### src/rtl/skinny_round_seq_if.sv
// Round-control bundle between the mode controller, the round sequencer and
// the masked SKINNY datapath.
//
// Handshake: rdi_valid/rdi_ready follow strict valid/ready semantics. A
// randomness word transfers on a rising clk edge where both are 1. The
// producer holds rdi_valid (and its word) until the transfer happens. The
// sequencer only raises rdi_ready in its sampling phase, and never makes it
// depend on anything but rdi_valid and its own state.
interface skinny_round_seq_if;
  logic       start;
  logic       tk1_use;
  logic       rdi_valid;
  logic       rdi_ready;
  logic       busy;
  logic       done;
  logic       senc;
  logic       sse;
  logic       xenc;
  logic       xse;
  logic       yenc;
  logic       yse;
  logic       zenc;
  logic       zse;
  logic [5:0] constant;
  logic       tk1s;
  logic [5:0] round;

  // Mode controller / datapath side
  modport master (
    output start, tk1_use, rdi_valid,
    input  rdi_ready, busy, done, senc, sse, xenc, xse, yenc, yse, zenc, zse,
    input  constant, tk1s, round
  );

  // Round sequencer side
  modport slave (
    input  start, tk1_use, rdi_valid,
    output rdi_ready, busy, done, senc, sse, xenc, xse, yenc, yse, zenc, zse,
    output constant, tk1s, round
  );
endinterface

### src/rtl/skinny_round_seq.sv
// Round sequencer for the masked 32-bit Romulus-N datapath. It runs ROUNDS
// SKINNY-128-384+ rounds per call. Each round is ROUND_CYCLES cycles: it
// samples fresh randomness, optionally waits, then commits. The round stalls
// in the sampling phase while no randomness is offered.
module skinny_round_seq #(
  parameter int ROUNDS       = 40,
  parameter int ROUND_CYCLES = 2
) (
  input  logic                clk,
  input  logic                rst,
  skinny_round_seq_if.slave   bus,
  output logic [2:0]          dbg_state_o
);

  typedef enum logic [2:0] {
    S_IDLE   = 3'd0,
    S_SAMPLE = 3'd1,
    S_WAIT   = 3'd2,
    S_COMMIT = 3'd3,
    S_FINISH = 3'd4
  } state_t;

  state_t     state_q, state_d;
  logic [7:0] phase_q, phase_d;
  logic [5:0] const_q, const_d;
  logic [5:0] round_q, round_d;
  logic       tk1s_q, tk1s_d;
  logic       done_q, done_d;
  logic       last_round;

  assign last_round = (round_q == 6'(ROUNDS - 1));

  // State and datapath registers; reset returns everything to idle zeros
  always_ff @(posedge clk or posedge rst) begin
    if (rst) begin
      state_q <= S_IDLE;
      phase_q <= 8'd0;
      const_q <= 6'h00;
      round_q <= 6'd0;
      tk1s_q  <= 1'b0;
      done_q  <= 1'b0;
    end else begin
      state_q <= state_d;
      phase_q <= phase_d;
      const_q <= const_d;
      round_q <= round_d;
      tk1s_q  <= tk1s_d;
      done_q  <= done_d;
    end
  end

  // Next-state logic; WAIT phases only exist when a round is longer than 2 cycles
  always_comb begin
    state_d = state_q;
    phase_d = phase_q;
    case (state_q)
      S_IDLE: begin
        if (bus.start) state_d = S_SAMPLE;
      end
      S_SAMPLE: begin
        if (bus.rdi_valid) begin
          phase_d = 8'd1;
          state_d = (ROUND_CYCLES > 2) ? S_WAIT : S_COMMIT;
        end
      end
      S_WAIT: begin
        if (phase_q == 8'(ROUND_CYCLES - 2)) state_d = S_COMMIT;
        else                                 phase_d = phase_q + 8'd1;
      end
      S_COMMIT: begin
        state_d = last_round ? S_FINISH : S_SAMPLE;
      end
      S_FINISH: begin
        state_d = S_IDLE;
      end
      default: state_d = S_IDLE;
    endcase
  end

  // Round counter, round-constant LFSR, tk1 select and the done pulse
  always_comb begin
    const_d = const_q;
    round_d = round_q;
    tk1s_d  = tk1s_q;
    done_d  = (state_q == S_FINISH);
    if (state_q == S_IDLE && bus.start) begin
      tk1s_d  = bus.tk1_use;
      const_d = 6'h01;
      round_d = 6'd0;
    end else if (state_q == S_COMMIT && !last_round) begin
      round_d = round_q + 6'd1;
      const_d = {const_q[4:0], const_q[5] ^ const_q[4] ^ 1'b1};
    end else if (state_q == S_FINISH) begin
      tk1s_d = 1'b0;
    end
  end

  // Outputs: enables only in COMMIT, randomness accepted only in SAMPLE
  always_comb begin
    bus.senc      = (state_q == S_COMMIT);
    bus.xenc      = (state_q == S_COMMIT);
    bus.yenc      = (state_q == S_COMMIT);
    bus.zenc      = (state_q == S_COMMIT);
    bus.sse       = 1'b0;
    bus.xse       = 1'b0;
    bus.yse       = 1'b0;
    bus.zse       = 1'b0;
    bus.rdi_ready = (state_q == S_SAMPLE) && bus.rdi_valid;
    bus.busy      = (state_q != S_IDLE);
    bus.done      = done_q;
    bus.constant  = const_q;
    bus.round     = round_q;
    bus.tk1s      = tk1s_q;
    dbg_state_o   = state_q;
  end

endmodule

### src/flat_wrapper.sv
// flat-port wrapper written by rule: the top's interface ports become plain ports
module skinny_round_seq_flat 
#(
  parameter int ROUNDS       = 40,
  parameter int ROUND_CYCLES = 2
)
  (clk, rst, dbg_state_o, bus_start, bus_tk1_use, bus_rdi_valid, bus_rdi_ready, bus_busy, bus_done, bus_senc, bus_sse, bus_xenc, bus_xse, bus_yenc, bus_yse, bus_zenc, bus_zse, bus_constant, bus_tk1s, bus_round);
  skinny_round_seq_if bus_i ();
  input  logic clk;
  input  logic rst;
  output logic [2:0] dbg_state_o;
  input wire logic [$bits(bus_i.start)-1:0] bus_start;
  input wire logic [$bits(bus_i.tk1_use)-1:0] bus_tk1_use;
  input wire logic [$bits(bus_i.rdi_valid)-1:0] bus_rdi_valid;
  output wire logic [$bits(bus_i.rdi_ready)-1:0] bus_rdi_ready;
  output wire logic [$bits(bus_i.busy)-1:0] bus_busy;
  output wire logic [$bits(bus_i.done)-1:0] bus_done;
  output wire logic [$bits(bus_i.senc)-1:0] bus_senc;
  output wire logic [$bits(bus_i.sse)-1:0] bus_sse;
  output wire logic [$bits(bus_i.xenc)-1:0] bus_xenc;
  output wire logic [$bits(bus_i.xse)-1:0] bus_xse;
  output wire logic [$bits(bus_i.yenc)-1:0] bus_yenc;
  output wire logic [$bits(bus_i.yse)-1:0] bus_yse;
  output wire logic [$bits(bus_i.zenc)-1:0] bus_zenc;
  output wire logic [$bits(bus_i.zse)-1:0] bus_zse;
  output wire logic [$bits(bus_i.constant)-1:0] bus_constant;
  output wire logic [$bits(bus_i.tk1s)-1:0] bus_tk1s;
  output wire logic [$bits(bus_i.round)-1:0] bus_round;
  assign bus_i.start = bus_start;
  assign bus_i.tk1_use = bus_tk1_use;
  assign bus_i.rdi_valid = bus_rdi_valid;
  assign bus_rdi_ready = bus_i.rdi_ready;
  assign bus_busy = bus_i.busy;
  assign bus_done = bus_i.done;
  assign bus_senc = bus_i.senc;
  assign bus_sse = bus_i.sse;
  assign bus_xenc = bus_i.xenc;
  assign bus_xse = bus_i.xse;
  assign bus_yenc = bus_i.yenc;
  assign bus_yse = bus_i.yse;
  assign bus_zenc = bus_i.zenc;
  assign bus_zse = bus_i.zse;
  assign bus_constant = bus_i.constant;
  assign bus_tk1s = bus_i.tk1s;
  assign bus_round = bus_i.round;
  skinny_round_seq #(.ROUNDS(ROUNDS), .ROUND_CYCLES(ROUND_CYCLES)) u_core (.clk(clk), .rst(rst), .bus(bus_i), .dbg_state_o(dbg_state_o));
endmodule
### config.mk
export PLATFORM = sky130hd
export DESIGN_NAME = skinny_round_seq_flat
export DESIGN_NICKNAME = d
export VERILOG_FILES = /design/src/rtl/skinny_round_seq_if.sv /design/src/rtl/skinny_round_seq.sv /design/src/flat_wrapper.sv
export SDC_FILE = /design/constraint.sdc
export NUM_CORES = 1
export LEC_CHECK = 0
export ABC_AREA = 1
export BUFFER_PORTS_ARGS = -buffer_cell sky130_fd_sc_hd__buf_2
export CAP_MARGIN = 0
export CORE_MARGIN = 2
export CORE_UTILIZATION = 42
export DETAILED_ROUTE_END_ITERATION = 10
export SETUP_SLACK_MARGIN = 0.4
export SLEW_MARGIN = 20
export SYNTH_ARGS = -nofsm -noshare
export SYNTH_HDL_FRONTEND = slang
export SYNTH_SLANG_ARGS = --single-unit
### constraint.sdc
create_clock -name clk -period 3.8 [get_ports clk]
set_input_delay 0.57 -clock clk [delete_from_list [all_inputs] [get_ports clk]]
set_output_delay 0.57 -clock clk [all_outputs]
set_load 0.05 [all_outputs]
== Word-level counts from Yosys, hierarchy flattened ==
Cells that the tools add are included.

* Word-level logic and storage cells: 48
* Bits in registers: 25
* Bits of input ports: 5
* Output and inout bits: 27

* Bitwise logic cells: 2
* Muxes and demuxes: 15
* Reductions and logical operators: 13
* Add/subtract/negate cells: 2
* Equality and inequality tests: 10

{| class="wikitable"
|+ Operators with widths
! kind !! number
|-
| 6-bit two-way mux || 4
|-
| 8-bit two-way mux || 2
|-
| 8-bit case mux with 2 select lines || 1
|-
| 3-bit two-way mux || 4
|-
| 3-bit case mux with 4 select lines || 1
|-
| 8-bit by 1-bit adder with 8-bit output (second input constant) || 1
|-
| 8-bit zero test || 1
|-
| 6-bit by 1-bit adder with 6-bit output (second input constant) || 1
|-
| 3-bit by 2-bit equality test with 1-bit output (second input constant) || 2
|-
| 6-bit equality test (second input constant) || 1
|-
| 2-bit inequality test (second input constant) || 3
|-
| 3-bit AND reduction || 2
|-
| 2-bit nonzero test || 3
|-
| 2-bit by 1-bit inequality test with 1-bit output (second input constant) || 2
|-
| 3-bit by 1-bit equality test with 1-bit output (second input constant) || 1
|-
| 3-bit equality test (second input constant) || 1
|-
| 1-bit logical AND || 3
|-
| 3-bit zero test || 1
|-
| 1-bit two-way mux || 3
|-
| 3-bit nonzero test || 1
|-
| 2-bit AND reduction || 1
|-
| 1-bit zero test || 1
|-
| 1-bit inverter || 1
|-
| 1-bit XOR || 1
|}

== Longest topological paths before layout ==
Gate-level depths: netlist of the first run.

* Depth in word-level cells: 5
* Depth in mapped cells: 9
* Gate-level depth less buffers: 9

== Least setup slack after synthesis of the first run ==
OpenSTA, ideal clock, no wires.

* Path kind: reg-to-output
* Start: register u_core.state_q[1], in the netlist u_core.dbg_state_o[1]
* End: output port bus_xenc
* Required time: 3.230 ns
* Buffers on the path: 1
* Arrival: 1.689 ns
* Path slack: 1.541 ns
* Cell stages (with the launch flop): 4
* Cell sequence: dfrtp_1 nand2_1 nor2_2 buf_4

* Cells in the longest elaborated chain, start to end: 1

{| class="wikitable"
|+ Ends and longest elaborated chain
! what !! RTL line !! source
|-
| start: declaration || skinny_round_seq.sv:23 || <nowiki>state_t state_q, state_d;</nowiki>
|-
| start signal: assignment || skinny_round_seq.sv:43 || <nowiki>state_q <= state_d;</nowiki>
|-
| 3-bit by 2-bit equality test with 1-bit output || n/a ||
|-
| end: declaration || flat_wrapper.sv:20 || <nowiki>output wire logic [$bits(bus_i.xenc)-1:0] bus_xenc;</nowiki>
|}

Every way passes these cells.

== Worst setup path after layout of the first run ==
* Start: register u_core.state_q[2], in the netlist u_core.dbg_state_o[2]
* End: output port bus_rdi_ready

* Cells in the longest elaborated chain, start to end: 2

{| class="wikitable"
|+ Ends and longest elaborated chain
! what !! RTL line !! source
|-
| 3-bit by 1-bit equality test with 1-bit output || skinny_round_seq.sv:108 || <nowiki>bus.rdi_ready = (state_q == S_SAMPLE) && bus.rdi_valid;</nowiki>
|-
| 1-bit logical AND || skinny_round_seq.sv:108 ||
|-
| end: declaration || flat_wrapper.sv:15 || <nowiki>output wire logic [$bits(bus_i.rdi_ready)-1:0] bus_rdi_ready;</nowiki>
|}

Every way passes these cells.

==> results of run 1 <==
critical path, cell delays in order, from the launching register on:
cell     delay [ps]
dfrtp_1         470
nor3_1          260
nand2_1         250
inv_1            90
buf_2           260
stage by stage:
step,cell area [µm²],utilization,setup slack (ps)
after detailed placement,1538,0.4682,1935
after floorplan,1423,-,1541
after global routing,1565,0.4766,1416
after global placement,1538,0.4682,1954
final,1565,0.4766,1573
after CTS,1565,0.4766,1543
logic make-up (layout without fill, tap and decap cells):
logic type | Yosys count | count (layout) | share of synthesized area
xor+xnor | 4 | 4 | 0.02482
buf+inv | 37 | 57 | 0.1241
other cells | 1 | 4 | 0.002657
fa+ha+maj | 3 | 3 | 0.02660
compound gates | 5 | 5 | 0.01950
simple gates | 116 | 116 | 0.3590
flops | 25 | 25 | 0.4433
flip-flops by register name, summed over array words and instances, names as in the netlist:
register / flops
u_core.bus.constant: 6
u_core.bus.done: 1
u_core.bus.round: 6
u_core.bus.tk1s: 1
u_core.dbg_state_o: 3
u_core.phase_q: 8
final timing paths:
path                                             start  slack (ps)  cells after the start                endpoint
worst min register to register  u_core.bus.constant[3]         520                      2  u_core.bus.constant[4]
worst min-delay path                               rst         300                      2  u_core.bus.constant[2]
min in group clk                           bus_tk1_use         470                      3         u_core.bus.tk1s
worst max register to register     u_core.bus.round[0]        2070                      6     u_core.bus.round[2]
worst max-delay path             u_core.dbg_state_o[2]        1570                      4           bus_rdi_ready
max in group asynchronous                          rst        3070                      2   u_core.dbg_state_o[0]
power breakdown:
group          internal, mW  total [mW]  switching [mW]
clock                0.0396       0.128          0.0881
sequential            0.332       0.405          0.0731
combinational         0.143       0.636           0.494
layer usage:
layer	up-vias	track usage	part of all wire
met5	-	0	0
met4	0	0.05471	0.011
met3	4	0.02484	0.038
met2	36	0.2768	0.47
met1	571	0.2013	0.48
li1	638	-	-
synthesized netlist by cell type:
| master | number | area (µm²) |
|---|---|---|
| a21oi_1 | 1 | 5.000 |
| buf_2 | 2 | 10.01 |
| buf_4 | 9 | 67.56 |
| conb_1 | 1 | 3.750 |
| dfrtp_1 | 25 | 625.6 |
| ha_1 | 3 | 37.54 |
| inv_1 | 25 | 93.84 |
| inv_2 | 1 | 3.750 |
| nand2_1 | 60 | 225.2 |
| nand2_2 | 1 | 6.260 |
| nand3_1 | 38 | 190.2 |
| nand3b_1 | 1 | 7.510 |
| nand4_1 | 2 | 12.51 |
| nor2_1 | 9 | 33.78 |
| nor2_2 | 1 | 6.260 |
| nor3_1 | 3 | 15.01 |
| nor3_2 | 1 | 10.01 |
| o21ai_0 | 3 | 15.01 |
| o21bai_1 | 1 | 7.510 |
| xor2_1 | 4 | 35.03 |
placed cells by master, fill, tap and decap left out, drive strengths merged:
master   n
ha       3
clkbuf   3
inv     25
a21oi    1
nand4    2
o21bai   1
clkinv   2
nand3   38
nand3b   1
buf     27
nor2    10
dfrtp   25
conb     4
xor2     4
nor3     4
o21ai    3
nand2   61
area by class of cell:
| class | instances | area [µm²] |
|---|---|---|
| multi-input combinational | 132 | 621.8 |
| timing repair buffer | 27 | 135.1 |
| inverter | 26 | 97.59 |
| tap | 46 | 57.56 |
| clock inverter | 1 | 5.005 |
| clock buffer | 3 | 22.52 |
| sequential | 25 | 625.6 |
| fill | 347 | 1719 |
==> metrics, run 1 <==
I/O pin total=32; share of cells above drive strength 1=0.1636; CP Capture Type=output port; status=finished, final reports clean; Pwr Total=1.169 mW; Max Cap Violations=0; die height=61.97 µm; Reg clk slew, reported paths=150 ps; Post-CTS Setup Bufs=0; Post-Synthesis Cells=191; worst-path fanout max=9; CTS max path bufs=2; fin crit share=0.5861; Critical Path AT=1660 ps; Seq/Total Area, Yosys=0.4433; Final TNS setup=0 ps; Fmax achieved=0.4490 GHz; unrepaired setup endpoints after global routing=false; CTS Hold Buffers Added=0; Post-Route WL=2826 µm; synth warn=0; H-tree depth=1; VDD IR max=0.2759 mV; antenna violations before repair=0; vias=1249; Die X=61.97 µm; largest net degree at the start of global routing=26; ANT nets after route=0; Yosys cell types=20; clk_lat worst skew=330 ps; leak pwr=0.9021 nW; Syn-to-layout area delta=10.90%; DR WL/cell=10.87 µm; Worst Hold Class=in2async; Netlist Area Pre-Place=1411 µm²; Worst slew margin=0.3728; total track usage=0.1597; port bufs=27; CTS tree=built; pwr dens=747.2 nW/µm²; GPL Wtd Cong=0.8080; Initial Utilization=0.4297; Pre-antenna DRT Iters=4; # rows=21; antenna cells=0; Cell Count Post-Placement=256; first-pass GRT wire length=4567 µm; Remaining Overflow, GRT=0; Iteration-0 DRC Markers=32; HPWL reported at the end of detailed placement=2008 µm; Least-Margin Pin Slew=935.0 ps; Slew Limit Fails=0; full die area=3840 µm²; number of synthesized register bits=25; CP Class=reg2out; Avg Inst Size Synth=7.389 µm²; Final Hold Vio Count=0; total CTS buffers=3; clock root buffer=clkbuf_4; Setup crit start kind=flop; fin nets=223; CORE AREA=3284 µm²; CTS Sinks=25; WP data required=3230 ps; drt via density=4.804; vias in the first global route=1108; Non-Filler Instances=260; hold_ws=295.5 ps; Tmin final=2227 ps; skew final=5.201 ps; cts repair resizes=0; final setup violation count=0; # DRC=0
No activity file was read; power rests on OpenSTA's default activity.
==> inputs of run 2 (changes only) <==
clock period = 2.32 ns   (was 3.8 ns; I/O delays follow)
==> metrics, run 2 (synthesis gave the netlist of run 1 again) <==
status=finished, final reports clean; ANT nets after route=0 (unchanged); GPL Wtd Cong=0.8371 (+3.6%); final core utilization=0.4910 (+0.01448); final setup violation count=0 (unchanged); CTS Sinks=25 (unchanged); Final TNS setup=0 ps (unchanged); CTS max path bufs=2 (unchanged); # DRC=0 (unchanged); pwr dens=1223 nW/µm² (+64%); share of cells above drive strength 1=0.1927 (+0.02911); fin crit share=0.7604; fin nets=227 (+1.8%); Biggest register=u_core.phase_q; Max Cap Violations=0 (unchanged); VDD IR max=0.2921 mV (+5.9%); CP Class=reg2out; RR Endpoint=u_core.bus.constant[0]; CORE AREA=3284 µm² (unchanged); # rows=21 (unchanged); worst-path fanout max=6 (-3); placed cell area=1558 µm² (+1.3%); clk_lat worst skew=320 ps (about the same); Setup crit start kind=flop; Worst Hold Class=in2async; Reg clk slew, reported paths=150 ps (about the same); skew final=5.223 ps (+0.02187 ps); DR WL/cell=10.96 µm (+0.85%); I/O pin total=32 (unchanged); Initial Utilization=0.4297 (unchanged); unrepaired setup endpoints after global routing=false; leak pwr=0.9233 nW (+2.3%); vias in the first global route=1110 (+0.18%); clock root buffer=clkbuf_4; Iteration-0 DRC Markers=102 (+220%); worst setup margin=555.8 ps (-1017 ps); total track usage=0.1642 (+0.004435); worst r2r path cells=8 (+2); Remaining Overflow, GRT=0 (unchanged); Die X=61.97 µm (unchanged); Cell Count Post-Placement=258 (+0.78%); HPWL reported at the end of detailed placement=2020 µm (+0.64%); Slew Limit Fails=0 (unchanged); antenna violations before repair=0 (unchanged); reg-to-reg slack, setup=760 ps (-1310 ps); Syn-to-layout area delta=14.27%; first-pass GRT wire length=4747 µm (+3.9%); port bufs=27 (unchanged); H-tree depth=1 (unchanged); Critical Path AT=1420 ps (-240 ps); Tmin final=1764 ps; Pre-antenna DRT Iters=4 (unchanged); CTS tree=built; Pwr Total=1.973 mW (+69%); antenna cells=0 (unchanged); commonest non-fill, non-tap cell in the layout=nand2_1; total CTS buffers=3 (unchanged); cell area after layout=1613 µm² (+3.0%); Non-Filler Instances=264 (+1.5%); Final Hold Vio Count=0 (unchanged); Fmax achieved=0.5668 GHz; Post-Route WL=2894 µm (+2.4%); die height=61.97 µm (unchanged); pre-CTS setup slack=649.4 ps (-1285 ps); max reg flops=8 (unchanged); largest net degree at the start of global routing=26 (unchanged); CP Capture Type=output port; Crit Reg-Reg Startpoint=u_core.bus.round[0]; full die area=3840 µm² (unchanged); drt via density=4.807 (about the same); hold_ws=48.65 ps (-246.8 ps); WP data required=1970 ps (-1260 ps); vias=1269 (+1.6%); commonest cells after routing, fill and taps aside=nand2_1 (58), nand3_1 (38), buf_2 (26)
[run 2: how the worst max path moves through the flow]
stage / startpoint / end / slack (ps) / cells after the start
2_1_floorplan: u_core.dbg_state_o[1] / bus_xenc / 460 / 3
3_3_place_gp: u_core.dbg_state_o[2] / bus_rdi_ready / 680 / 4
3_5_place_dp: u_core.dbg_state_o[2] / bus_rdi_ready / 650 / 4
4_1_cts: u_core.dbg_state_o[2] / bus_rdi_ready / 440 / 4
5_1_grt: u_core.dbg_state_o[1] / bus_xenc / 450 / 3
6_report: u_core.dbg_state_o[2] / bus_rdi_ready / 560 / 4
[run 2: power breakdown]
part | total (mW) | internal [mW] | switching (mW)
Clock | 0.205 | 0.0672 | 0.138
Sequential | 0.666 | 0.544 | 0.122
Combinational | 1.10 | 0.268 | 0.833
[run 2: critical path, cell delays in order, from the launching register on]
cell	delay (ps)
dfrtp_2	490
nor3_2	250
nand2_2	110
inv_1	60
buf_4	180
[run 2: layout make-up]
cell class                 count  area (µm²)
multi-input combinational    132       636.9
sequential                    25       626.9
fill                         320        1672
inverter                      26       97.59
tap                           46       57.56
timing repair buffer          31       167.7
clock buffer                   4       26.28
[run 2: repair_timing]
item	in CTS	in global routing
setup endpoints to repair	1	2
gates resized for setup	3	2
endpoints found under the hold margin	0	0
gates cloned	0	0
pin swaps	0	1
hold buffers	0	0
setup buffers	0	2
[run 2: routing by layer]
metal,GRT usage,wire (µm),share of wire
met1,0.2122,1410,0.49
met2,0.2783,1343,0.46
met3,0.02070,102,0.035
met4,0.06383,37,0.013
met5,0,0,0
==> inputs of run 3 (changes only) <==
PLACE_DENSITY = 0.67   (was default)
clock period = 1.5 ns   (was 2.32 ns; I/O delays follow)
==> metrics, run 3 (synthesis gave the netlist of run 1 again) <==
largest net degree at the start of global routing=26 (unchanged); fill count=187 (-42%); Reg clk slew, reported paths=140 ps (about the same); CP Class=reg2out; CP Capture Type=output port; final core utilization=0.7337 (+0.2427); drt via density=5.084 (+5.8%); ANT nets after route=0 (unchanged); vias=1566 (+23%); CTS tree=built; failing checks=setup timing; full die area=3840 µm² (unchanged); Worst Hold Class=in2reg; CTS Sinks=25 (unchanged); worst setup margin=-104.4 ps (-660.2 ps); hold path startpoint=bus_tk1_use; Initial Utilization=0.4297 (unchanged); Crit Reg-Reg Startpoint=u_core.dbg_state_o[2]; Tmin final=1604 ps; Slew Limit Fails=0 (unchanged); Final Hold Vio Count=0 (unchanged); fin nets=271 (+19%); share of cells above drive strength 1=0.4809 (+0.2883); status=complete, but fails checks; clk_lat worst skew=310 ps (about the same); Setup crit start kind=flop; WP data required=1270 ps (-700 ps); Critical path origin=u_core.dbg_state_o[1]; total CTS buffers=3 (unchanged); VDD IR max=0.6568 mV (+120%); clock root buffer=clkbuf_4; Pre-antenna DRT Iters=7 (+3); leak pwr=1.260 nW (+36%); skew final=4.759 ps (-0.4639 ps); RR Endpoint=u_core.bus.round[5]; pwr dens=1899 nW/µm² (+55%); Min-Delay Endpoint=u_core.bus.tk1s; placed cell area=1693 µm² (+8.7%); die height=61.97 µm (unchanged); max reg flops=8 (unchanged); Critical Path AT=1380 ps (-40 ps); port bufs=27 (unchanged); Iteration-0 DRC Markers=120 (+18%); CORE AREA=3284 µm² (unchanged); vias in the first global route=1371 (+24%); total track usage=0.2051 (+0.04092); Max Cap Violations=0 (unchanged); worst r2r path cells=8 (unchanged); unrepaired setup endpoints after global routing=true; Post-Route WL=4653 µm (+61%); Final TNS setup=-992.7 ps (-992.7 ps); # rows=21 (unchanged); hold_ws=164.8 ps (+116.2 ps); CTS max path bufs=2 (unchanged); first-pass GRT wire length=5865 µm (+24%); reg-to-reg slack, setup=-90 ps (-850 ps); commonest non-fill, non-tap cell in the layout=nand2_1; hold path depth=3; cell area after layout=2410 µm² (+49%); I/O pin total=32 (unchanged); Die X=61.97 µm (unchanged); Biggest register=u_core.phase_q; Syn-to-layout area delta=70.74%; final setup violation count=17 (+17); fin crit share=1.070; DR WL/cell=15.11 µm (+38%); GPL Wtd Cong=0.8047 (-3.9%); commonest cells after routing, fill and taps aside=nand2_1 (42), buf_4 (33), nand3_1 (31); antenna cells=0 (unchanged); worst-path fanout max=5 (-1); # DRC=0 (unchanged); HPWL reported at the end of detailed placement=2161 µm (+6.9%); Fmax achieved=0.6233 GHz; Remaining Overflow, GRT=0 (unchanged); antenna violations before repair=0 (unchanged); pre-CTS setup slack=93.14 ps (-556.3 ps); H-tree depth=1 (unchanged)
-- run 3: cell count changes in the layout (fill, tap and decap cells not counted), sizes merged --
| cell | previous run | this run |
|---|---|---|
| clkbuf | 4 | 5 |
| nand2 | 61 | 62 |
| inv | 26 | 25 |
| clkinvlp | 0 | 1 |
| buf | 31 | 72 |
| dlygate4sd3 | 0 | 1 |
-- run 3: final cells by class --
type,instances,area [µm²],share of cell area
tap,46,57.56,0.02388
inverter,26,103.9,0.04309
clock buffer,4,26.28,0.01090
timing repair buffer,74,735.7,0.3053
sequential,25,633.1,0.2627
multi-input combinational,133,853.3,0.3541
-- run 3: critical path: stages, from the launching register on --
cell and delay, ps:
dfrtp_2 520, nor3_4 230, nand2_2 110, clkinvlp_4 80, buf_8 130
-- run 3: stage by stage --
step                total power [mW]  std cells
floorplan                      2.515        194
global placement               2.880        269
detailed placement             2.905        269
CTS                            3.925        299
global route                   4.776        308
finish                         4.575        308
-- run 3: where the power goes --
group | switching, mW | total, mW | internal, mW
Clock | 0.203 | 0.307 | 0.104
Combinational | 1.84 | 3.21 | 1.37
Sequential | 0.202 | 1.05 | 0.853
Total | 2.24 | 4.58 | 2.33
-- run 3: worst max path at each step --
stage	end	depth (start not counted)	slack, ps
2_1_floorplan	u_core.bus.round[2]	6	-50
3_3_place_gp	u_core.bus.constant[0]	8	120
3_5_place_dp	bus_rdi_ready	4	90
4_1_cts	bus_rdi_ready	4	-60
5_1_grt	u_core.bus.round[5]	8	-160
6_report	bus_rdi_ready	4	-100
-- run 3: repair_timing --
action,4_1_cts,5_1_grt
pin swaps,7,18
endpoints found under the setup margin,47,47
setup buffers,25,7
resized for setup,69,46
hold buffers,1,0
hold endpoints to repair,25,0
cloned,0,2
-- run 3: layer usage --
| layer | global-route usage | share of wire | vias to the layer above |
|---|---|---|---|
| met2 | 0.3869 | 0.53 | 66 |
| met3 | 0.02484 | 0.048 | 10 |
| li1 | - | - | 738 |
| met5 | 0 | 0 | - |
| met1 | 0.2412 | 0.40 | 752 |
| met4 | 0.05775 | 0.023 | 0 |
